==> src/rtl/permuter_swap_ctrl.sv <==
// Swap controller for one 2x2 permuter stage of a bufferless deflection router.
// Picks a winner by golden, then oldest, then round-robin, and registers the permuter select.
module permuter_swap_ctrl #(
  parameter int unsigned AGE_W = 8,
  parameter int unsigned ID_W  = 4,
  parameter int unsigned EPOCH = 64
) (
  input  logic            clk,
  input  logic            reset,
  input  logic            en,
  input  logic            valid0,
  input  logic            valid1,
  input  logic [AGE_W-1:0] age0,
  input  logic [AGE_W-1:0] age1,
  input  logic [ID_W-1:0] id0,
  input  logic [ID_W-1:0] id1,
  input  logic            pref0,
  input  logic            pref1,
  output logic            swap,
  output logic            winner,
  output logic            deflect,
  output logic            anyValid,
  output logic [ID_W-1:0] goldenId,
  output logic            epochTick
);

  localparam int unsigned CntW = (EPOCH > 1) ? $clog2(EPOCH) : 1;
  localparam logic [CntW-1:0] CntLast = CntW'(EPOCH - 1);

  logic            swap_q, swap_d;
  logic            winner_q, winner_d;
  logic            deflect_q, deflect_d;
  logic            any_q, any_d;
  logic            tick_q, tick_d;
  logic            rr_q, rr_d;
  logic [ID_W-1:0] golden_q, golden_d;
  logic [CntW-1:0] cnt_q, cnt_d;

  logic g0, g1, tie_used, cnt_last;

  // Arbitration uses the golden ID as it stands before any wrap in this cycle.
  always_comb begin
    g0       = valid0 && (id0 == golden_q);
    g1       = valid1 && (id1 == golden_q);
    tie_used = 1'b0;
    winner_d = 1'b0;
    if (valid0 && valid1) begin
      if (g0 != g1) begin
        winner_d = g1;
      end else if (age0 > age1) begin
        winner_d = 1'b0;
      end else if (age1 > age0) begin
        winner_d = 1'b1;
      end else begin
        winner_d = rr_q;
        tie_used = 1'b1;
      end
    end else if (valid1) begin
      winner_d = 1'b1;
    end
    any_d     = valid0 | valid1;
    swap_d    = any_d ? ((winner_d ? pref1 : pref0) ^ winner_d) : 1'b0;
    deflect_d = valid0 && valid1 && (pref0 == pref1);
    rr_d      = tie_used ? ~rr_q : rr_q;
  end

  always_comb begin
    cnt_last = (cnt_q == CntLast);
    cnt_d    = cnt_last ? '0 : cnt_q + 1'b1;
    golden_d = cnt_last ? golden_q + 1'b1 : golden_q;
    tick_d   = en && cnt_last;
  end

  always_ff @(posedge clk or posedge reset) begin
    if (reset) begin
      swap_q    <= 1'b0;
      winner_q  <= 1'b0;
      deflect_q <= 1'b0;
      any_q     <= 1'b0;
      tick_q    <= 1'b0;
      rr_q      <= 1'b0;
      golden_q  <= '0;
      cnt_q     <= '0;
    end else begin
      tick_q <= tick_d;
      if (en) begin
        swap_q    <= swap_d;
        winner_q  <= winner_d;
        deflect_q <= deflect_d;
        any_q     <= any_d;
        rr_q      <= rr_d;
        golden_q  <= golden_d;
        cnt_q     <= cnt_d;
      end
    end
  end

  assign swap      = swap_q;
  assign winner    = winner_q;
  assign deflect   = deflect_q;
  assign anyValid  = any_q;
  assign goldenId  = golden_q;
  assign epochTick = tick_q;

endmodule

==> config.mk <==
export PLATFORM = sky130hd
export DESIGN_NAME = permuter_swap_ctrl
export DESIGN_NICKNAME = d
export VERILOG_FILES = /design/src/rtl/permuter_swap_ctrl.sv
export SDC_FILE = /design/constraint.sdc
export NUM_CORES = 1
export LEC_CHECK = 0
export ABC_CLOCK_PERIOD_IN_PS = 1750
export CAP_MARGIN = 10
export CORE_MARGIN = 2
export CORE_UTILIZATION = 43
export CTS_CLUSTER_DIAMETER = 80
export DETAILED_ROUTE_END_ITERATION = 12
export PLACE_DENSITY = 0.84
export SLEW_MARGIN = 30
export SYNTH_ARGS = -nofsm -noshare
export SYNTH_HDL_FRONTEND = slang
export SYNTH_SLANG_ARGS = --single-unit
==> constraint.sdc <==
create_clock -name clk -period 1.75 [get_ports clk]
set_input_delay 0.35 -clock clk [delete_from_list [all_inputs] [get_ports clk]]
set_output_delay 0.35 -clock clk [all_outputs]
set_load 0.005 [all_outputs]
# [Yosys cells after proc, flatten, opt, wreduce, memory -nomap -nowiden]
# Index checks and enable logic that the tools add are counted.
[word_totals] register_bits=16 in_bits=31 output_inout_bits=9 wordCells=39
[classes] addsub=2 order_cmp=2 eq_ne=5 n_mux=12 bitwise=3 reduce_logical=7
[ops] operator="8-bit > comparator" n=2
[ops] operator="1-bit 2-to-1 mux" n=11
[ops] operator="4-bit equality test" n=2
[ops] operator="6-bit by 1-bit adder with 6-bit output (second input constant)" n=1
[ops] operator="6-bit equality test (second input constant)" n=1
[ops] operator="6-bit 2-to-1 mux" n=1
[ops] operator="1-bit logical AND" n=5
[ops] operator="4-bit by 1-bit adder with 4-bit output (second input constant)" n=1
[ops] operator="2-bit AND reduction" n=2
[ops] operator="1-bit equality test" n=1
[ops] operator="1-bit != test" n=1
[ops] operator="1-bit inverter" n=1
[ops] operator="1-bit OR" n=1
[ops] operator="1-bit bitwise XOR" n=1

# [Longest topological paths before layout]
[depth] depth_word=8 depth_mapped=8 ltp_nobuf=8

# [Worst setup path before layout]
# Ideal clock, no wire load.
[synth_timing] path_kind="input -> register" startpoint="input age0[4]" endpoint="register swap_q (netlist: swap)" setup_time_ps=79 t_arrival_ps=1683 required_ps=1671 path_slack_ps=-12 cell_stages=7 n_path_buf=0 path_cell_list="inv_1 -> ha_1 -> and3_1 -> nand3_1 -> o311ai_0 -> maj3_2 -> mux2i_1"
[synth_via] elab_chain_len=8 elab_cells_between_ends=9 cone_classes="2 x order compare; 6 x mux; 1 x bitwise"
[synth_lines] item="start: declaration" line_no="13" rtl="input logic [AGE_W-1:0] age0,"
[synth_lines] item="8-bit > comparator" line_no="52" rtl="end else if (age1 > age0) begin"
[synth_lines] item="1-bit 2-to-1 mux" line_no="52"
[synth_lines] item="1-bit 2-to-1 mux (*)" line_no="50" rtl="end else if (age0 > age1) begin"
[synth_lines] item="1-bit 2-to-1 mux (*)" line_no="48" rtl="if (g0 != g1) begin"
[synth_lines] item="1-bit 2-to-1 mux (*)" line_no="47" rtl="if (valid0 && valid1) begin"
[synth_lines] item="1-bit 2-to-1 mux" line_no="62" rtl="swap_d = any_d ? ((winner_d ? pref1 : pref0) ^ winner_d) : 1'b0;"
[synth_lines] item="1-bit bitwise XOR (*)" line_no="62"
[synth_lines] item="1-bit 2-to-1 mux (*)" line_no="62"
[synth_lines] item="end signal: assignment" line_no="87" rtl="swap_q <= swap_d;"
[synth_lines] item="end: declaration" line_no="30" rtl="logic swap_q, swap_d;"
# Every way passes the cells marked *; elsewhere a longest branch is shown, timed or not.
# A chain may end at the register's enable or synchronous reset.

# [Worst setup path in the final report]
[layout_timing] startpoint="input age1[6]" endpoint="register swap_q (netlist: swap)"
[layout_via] elab_chain_len=8 elab_cells_between_ends=9 cone_classes="2 x order compare; 6 x mux; 1 x bitwise"
[layout_lines] item="start: declaration" line_no="14" rtl="input logic [AGE_W-1:0] age1,"
[layout_lines] item="8-bit > comparator" line_no="52"
[layout_lines] item="1-bit 2-to-1 mux" line_no="52"
[layout_lines] item="1-bit 2-to-1 mux (*)" line_no="50"
[layout_lines] item="1-bit 2-to-1 mux (*)" line_no="48"
[layout_lines] item="1-bit 2-to-1 mux (*)" line_no="47"
[layout_lines] item="1-bit 2-to-1 mux" line_no="62"
[layout_lines] item="1-bit bitwise XOR (*)" line_no="62"
[layout_lines] item="1-bit 2-to-1 mux (*)" line_no="62"
# Marks and branches as above.

==> impl_summary.log <==
[metrics] via count of the first global-routing pass: around 1,000
[metrics] leakage power figure: around 0.8 nW
[metrics] cell depth of the worst flop-to-flop path: 5
[metrics] register area share after synthesis: about two fifths
[metrics] # diodes: 0
[metrics] number of antenna violations at the first check in global routing: 0
[metrics] Post-Place Cell Area: 0.00153 sq mm
[metrics] internal reg-to-reg setup slack: around 0.15 ns
[metrics] Largest delay share family, worst path: adder cells
[metrics] worst-case hold slack: around 0.44 ns
[metrics] clock tree from TritonCTS: built
[metrics] worst path cell trace: dlygate4sd2_1 -> ha_4 -> a21o_1 -> a21oi_4 -> nand3_2 -> o311ai_2 -> maj3_2 -> mux2i_1
[metrics] hold violation count in the final report: 0
[metrics] most instantiated library cell after synthesis: dfrtp_1
[metrics] residual DRC count: 0
[metrics] worst slew margin relative to its limit: 58.1%
[metrics] Core Rows: 17
[metrics] # H-tree levels: 1
[metrics] first-pass GRT wire length: between 4000 and 5000 um
[metrics] most used flip-flop cell after synthesis: dfrtp_1
[metrics] final wirelength: 2930 um
[metrics] total of buffers placed on input and output ports: 39
[metrics] DR iter-0 viols: 15
[metrics] final count of pins violating max slew: 0
[metrics] number of instances in the synthesized netlist: 105
[metrics] drt pass-1 iters: 4
[metrics] setup slack after placement: -0.525 ns
[metrics] ranking of synthesized cells by instance count: dfrtp_1 (16), ha_1 (10), inv_1 (10)
[metrics] via count: 974
[metrics] hpwl dp: about 1900 um
[metrics] Synth area leader: dfrtp_1
[metrics] synthesis-to-layout area growth: 64.1%
[metrics] Peak Freq: ~600 MHz
[metrics] min cycle time layout: around 1.7 ns
[metrics] final antenna-violating net count: 0
[metrics] Hold Path Class: input pin to async pin
[metrics] setup repair after global routing missed its margin: no
[metrics] post-route fraction of the period consumed by the critical path: between 90% and 100%
[metrics] register bit count reported by yosys: 16
[metrics] starting density of the core: a little under half
[metrics] actual transition at the worst max-transition pin: about 0.63 ns
[metrics] Post-synth EDFFs: 0
[metrics] number of top-level pins: 40
[metrics] overflow left after global routing: 0
[metrics] power density over cell area: ~700 mW/mm^2
[metrics] nature of the critical path endpoint: register
[metrics] number of buffers created by CTS: 3
[metrics] delay of the slowest critical-path stage: between 0.2 and 0.3 ns
[metrics] Clock transition at path regs: roughly 0.090 ns
[metrics] kind of start point of the critical path: input pin
[metrics] maximum number of pins on one net before global-route repair: 17
[metrics] source of the worst register-to-register timing path: goldenId[2]
[metrics] mean instance size in the synthesized netlist: 9.93 sq um
[metrics] Non-Filler Cell Area, Final: 0.00171 sq mm
[metrics] Via-to-Cell Ratio: around 5.3
[metrics] area of the mapped netlist: 0.00104 sq mm
[metrics] clock latency on the worst-skew pair: roughly 0.29 ns
[metrics] layout cells sized above 1: 28.2%
[metrics] area share of the largest cell type after synthesis: 38.4%
[metrics] Unique masters post-synth: 30
[metrics] CTS Buffer Depth: 2
[metrics] global-route usage over all layers: ~21%
[metrics] worst clock skew: between 0.001 and 0.0015 ns
[metrics] die outline width: around 53 um
[metrics] outcome: finished, final reports clean
[metrics] net count of the finished layout: approximately 200
[metrics] count of max-cap constraint violations: 0
[metrics] final RePlAce weighted congestion: 0.760
[metrics] Final setup violation count: 0
[metrics] VDD IR max: 0.685 mV
[metrics] root cell of the clock tree: clkbuf_4
[metrics] overall die area: around 0.0028 sq mm
[metrics] Yosys warning total: 0
[metrics] slowest stage cell, crit path: dlygate4sd2_1
[metrics] number of fill cells: between 150 and 200
[metrics] number of nets in the synthesized netlist: 146
[metrics] CTS sink cnt: 16
[metrics] Worst Slack Setup Final: approximately 0.064 ns
[metrics] final routed wire length divided by cell count: ~16 um
[metrics] final-layout setup total negative slack: 0 ns
[metrics] critical-path maximum fanout: 2
[metrics] signal arrival time at the worst endpoint: 1.91 ns
[metrics] core outline area: roughly 0.0023 sq mm
[metrics] CP Class: input pin to register
[metrics] total buffers and inverters traversed by the critical path: 1
[metrics] endpoint of the worst register-to-register path: winner
[metrics] Post-synth ARST share: between 90% and 100%
[metrics] required arrival time at the worst endpoint: approximately 2.0 ns
[metrics] biggest area contributors in the synthesized netlist: dfrtp_1 (38%), ha_1 (12%), xnor2_1 (7.6%)
[metrics] vertical die dimension: roughly 53 um
## final cells by class
cell class,instances,area [sq um],share of cell area [%]
inverters,11,41.3,2.41
flip-flops and latches,16,403,23.6
clock buffers,3,22.5,1.32
repair buffers,50,478,27.9
multi-input cells,76,731,42.7
well taps,28,35.0,2.05
## worst max path at each step
stage | depth (start not counted) | end | slack [ns] | from
3_3_place_gp | 8 | swap | -0.47 | age0[3]
2_1_floorplan | 7 | swap | 0.07 | age0[4]
6_report | 8 | swap | 0.06 | age1[6]
3_5_place_dp | 8 | swap | -0.52 | age0[3]
4_1_cts | 9 | swap | 0.01 | age0[5]
5_1_grt | 7 | swap | 0.01 | age1[4]
## per-stage QoR
step / cells / power (mW) / util, %
finish: 184 / 1.20 / 75.9
global route: 184 / 1.29 / 75.9
CTS: 184 / 1.18 / 73.2
detailed placement: 179 / 0.951 / 67.7
global placement: 179 / 0.925 / 67.7
floorplan: 105 / 0.755 / -
## logic make-up after synthesis
| kind of cell | Yosys count | share of synthesized area [%] |
|---|---|---|
| simple gates | 28 | 15.5 |
| xor+xnor | 18 | 15.1 |
| flops | 16 | 38.4 |
| compound gates | 15 | 9.00 |
| buf+inv | 13 | 4.80 |
| fa+ha+maj | 11 | 13.1 |
| mux | 4 | 4.08 |
## layout by cell type, fill, tap and decap left out, types with 5 or more instances in the layout
cell type / Yosys / routed
nand2_1: 8 / 7
xnor2_1: 9 / 9
ha_4: 0 / 5
dfrtp_1: 16 / 14
dlymetal6s2s_1: 0 / 6
dlygate4sd2_1: 0 / 8
xor2_1: 9 / 9
clkdlybuf4s50_1: 0 / 25
buf_4: 0 / 11
inv_1: 10 / 5
inv_2: 1 / 6
## power breakdown
part	internal (mW)	switching [mW]	total, mW
clock network	0.0801	0.114	0.195
logic	0.268	0.194	0.462
registers	0.462	0.0840	0.546
total	0.810	0.392	1.20
## per-layer routing
| layer | vias to the layer above | wire length (um) | track usage, % |
|---|---|---|---|
| li1 | 462 | - | - |
| met1 | 453 | 1140 | 22.9 |
| met2 | 47 | 1560 | 39.7 |
| met3 | 12 | 133 | 3.67 |
| met4 | 0 | 107 | 11.1 |
| met5 | - | 0 | 0 |
## state kept, by name (all words and copies together), names as in the netlist
signal     cells
anyValid       1
cnt_q          6
deflect        1
epochTick      1
goldenId       4
rr_q           1
swap           1
winner         1
## timing repair
| action | CTS | global route |
|---|---|---|
| endpoints found under the setup margin | 3 | 5 |
| hold buffers | 0 | 0 |
| gates resized for setup | 27 | 16 |
| buffers inserted | 2 | 0 |
| pin swaps | 12 | 10 |
(Power assumes the default switching activity.)
==> patch (same flow settings) <==
Remove the register `tick_q`: a continuous assignment takes its place, so the output `epochTick` follows one clock earlier.
--- a/src/rtl/permuter_swap_ctrl.sv
+++ b/src/rtl/permuter_swap_ctrl.sv
@@ -77,12 +77,10 @@
       winner_q  <= 1'b0;
       deflect_q <= 1'b0;
       any_q     <= 1'b0;
-      tick_q    <= 1'b0;
       rr_q      <= 1'b0;
       golden_q  <= '0;
       cnt_q     <= '0;
     end else begin
-      tick_q <= tick_d;
       if (en) begin
         swap_q    <= swap_d;
         winner_q  <= winner_d;
@@ -95,6 +93,8 @@
     end
   end
 
+  assign tick_q = tick_d;
+
   assign swap      = swap_q;
   assign winner    = winner_q;
   assign deflect   = deflect_q;
Formal check against the unedited RTL: same outputs for any inputs over 10 cycles, from zero or initial values and one cycle with reset high; that may be too few to reach the edited logic, so the function may still have changed.
==> patch against the original RTL <==
- the run now ends with negative setup slack left
- fmax shrank 4.2%
- largest cell class unchanged
- synthesized cell count decreased by 0.95%
- critical endpoint unchanged
- routed wire length increased by 9.5%
- setup slack got worse by 0.074 ns
- clock skew grew 0.0050 ns
- sequential cell count down 1
- global-route usage up 2.9 points
- sequential power decreased by 5.5%
- clock power is 5% higher
- final area rose by 3.1%
- register-to-register slack worse by 0.04 ns
- area after synthesis decreased by 2.4%
- power is 7.9% higher
==> patch: results <==
group,metric,value,unit
outcome,status,"complete, but fails checks",
outcome,violations,"negative setup slack",
yosys,synth_area_leaders,"dfrtp_1, ha_1, xnor2_1",
sta,setup_violations,1,
job,drv_cap,0,
grt,track_usage,24.4,%
layout,nets,203,
pwr,p_leak,0.819,nW
yosys,synthesis.nets,145,
drt,routed_via_density,5.38,
drt,drtIter0Drc,12,
pwr,peakVddDrop,0.734,mV
sta,skew,0.00647,ns
sta,worstMarginPinSlew,0.591,ns
clocking,cts_sinks,15,
setup_path,cp_slowest_cell,"clkdlybuf4s50_1",
setup_path,cp.arrival,1.98,ns
grt,grt_pass1_wl,4810,µm
placement,gp_congestion,0.762,
grt,grt_pass1_vias,1093,
grt,grt_max_degree,16,
yosys,yosys.area.top_type_share,36.9,%
sta,setup_tns,-0.00927,ns
setup_path,slowest_delay,0.46,ns
placement,place_ws,-0.553,ns
sta,setup_ws,-0.00927,ns
placement,dp_hpwl,1960,µm
## patch: routing by layer
| layer | global-route usage (%) | part of all wire [%] | wire [µm] | up-vias |
|---|---|---|---|---|
| met5 | 0 | 0 | 0 | - |
| met4 | 9.83 | 1.5 | 48 | 0 |
| met3 | 4.29 | 4.0 | 128 | 7 |
| met2 | 48.8 | 58 | 1880 | 34 |
| met1 | 23.9 | 36 | 1160 | 499 |
| li1 | - | - | - | 476 |
## patch: where the power goes
part           switching [W]  internal, W
Sequential         0.0000792     0.000437
Combinational       0.000236     0.000341
Clock               0.000120    0.0000851
Total               0.000435     0.000863
## patch: final timing paths
check / from / endpoint / slack, ns / cells past startpoint
max: age1[0] / swap$_DFFE_PP0P_ / -0.009 / 7
max reg2reg: cnt_q[0]$_DFFE_PP0P_ / goldenId[1]$_DFFE_PP0P_ / 0.11 / 6
min in group clk: cnt_q[5]$_DFFE_PP0P_ / cnt_q[5]$_DFFE_PP0P_ / 0.49 / 1
min: reset / cnt_q[1]$_DFFE_PP0P_ / 0.41 / 2
max in group asynchronous: reset / cnt_q[5]$_DFFE_PP0P_ / 0.95 / 2
min reg2reg: cnt_q[5]$_DFFE_PP0P_ / cnt_q[5]$_DFFE_PP0P_ / 0.49 / 1
## patch: kinds of logic (layout without fill, tap and decap cells)
family / after synthesis / after routing / synth area share (%)
muxes: 4 / 4 / 4.18
AOI/OAI and AO/OA: 15 / 15 / 9.23
xor gates and xnor gates: 18 / 18 / 15.5
and+or+nand+nor: 28 / 28 / 15.9
buffers and inverters: 13 / 70 / 4.92
DFF: 15 / 15 / 36.9
adders and majority gates: 11 / 11 / 13.4
## patch: stage by stage
step,power (W),std cells
after floorplan,0.000731,104
after global placement,0.000932,179
after detailed placement,0.000964,179
after CTS,0.00126,188
after global routing,0.00139,189
final,0.00130,189
## patch: timing repair
action                     CTS  global route
setup buffers                5             1
gates cloned                 0             0
gates resized for setup     38            13
pin swaps                   14            13
setup endpoints to repair    4             4
## patch: worst reg2reg max path, delay by kind of cell, from the launching register on
family | cells | cell delay, ns
AND/OR/NAND/NOR | 2 | 0.38
adder cells (fa/ha/maj) | 1 | 0.18
flip-flops | 1 | 0.37
buffers and inverters | 2 | 0.25
multiplexers | 1 | 0.33
## patch: layout make-up
type,instances,area [µm²],share of cell area (%)
sequential,15,375,21.3
timing repair buffer,55,507,28.7
multi-input combinational,76,778,44.1
tap,28,35.0,1.99
clock buffer,3,22.5,1.28
clock inverter,1,5.00,0.284
inverter,11,41.3,2.34
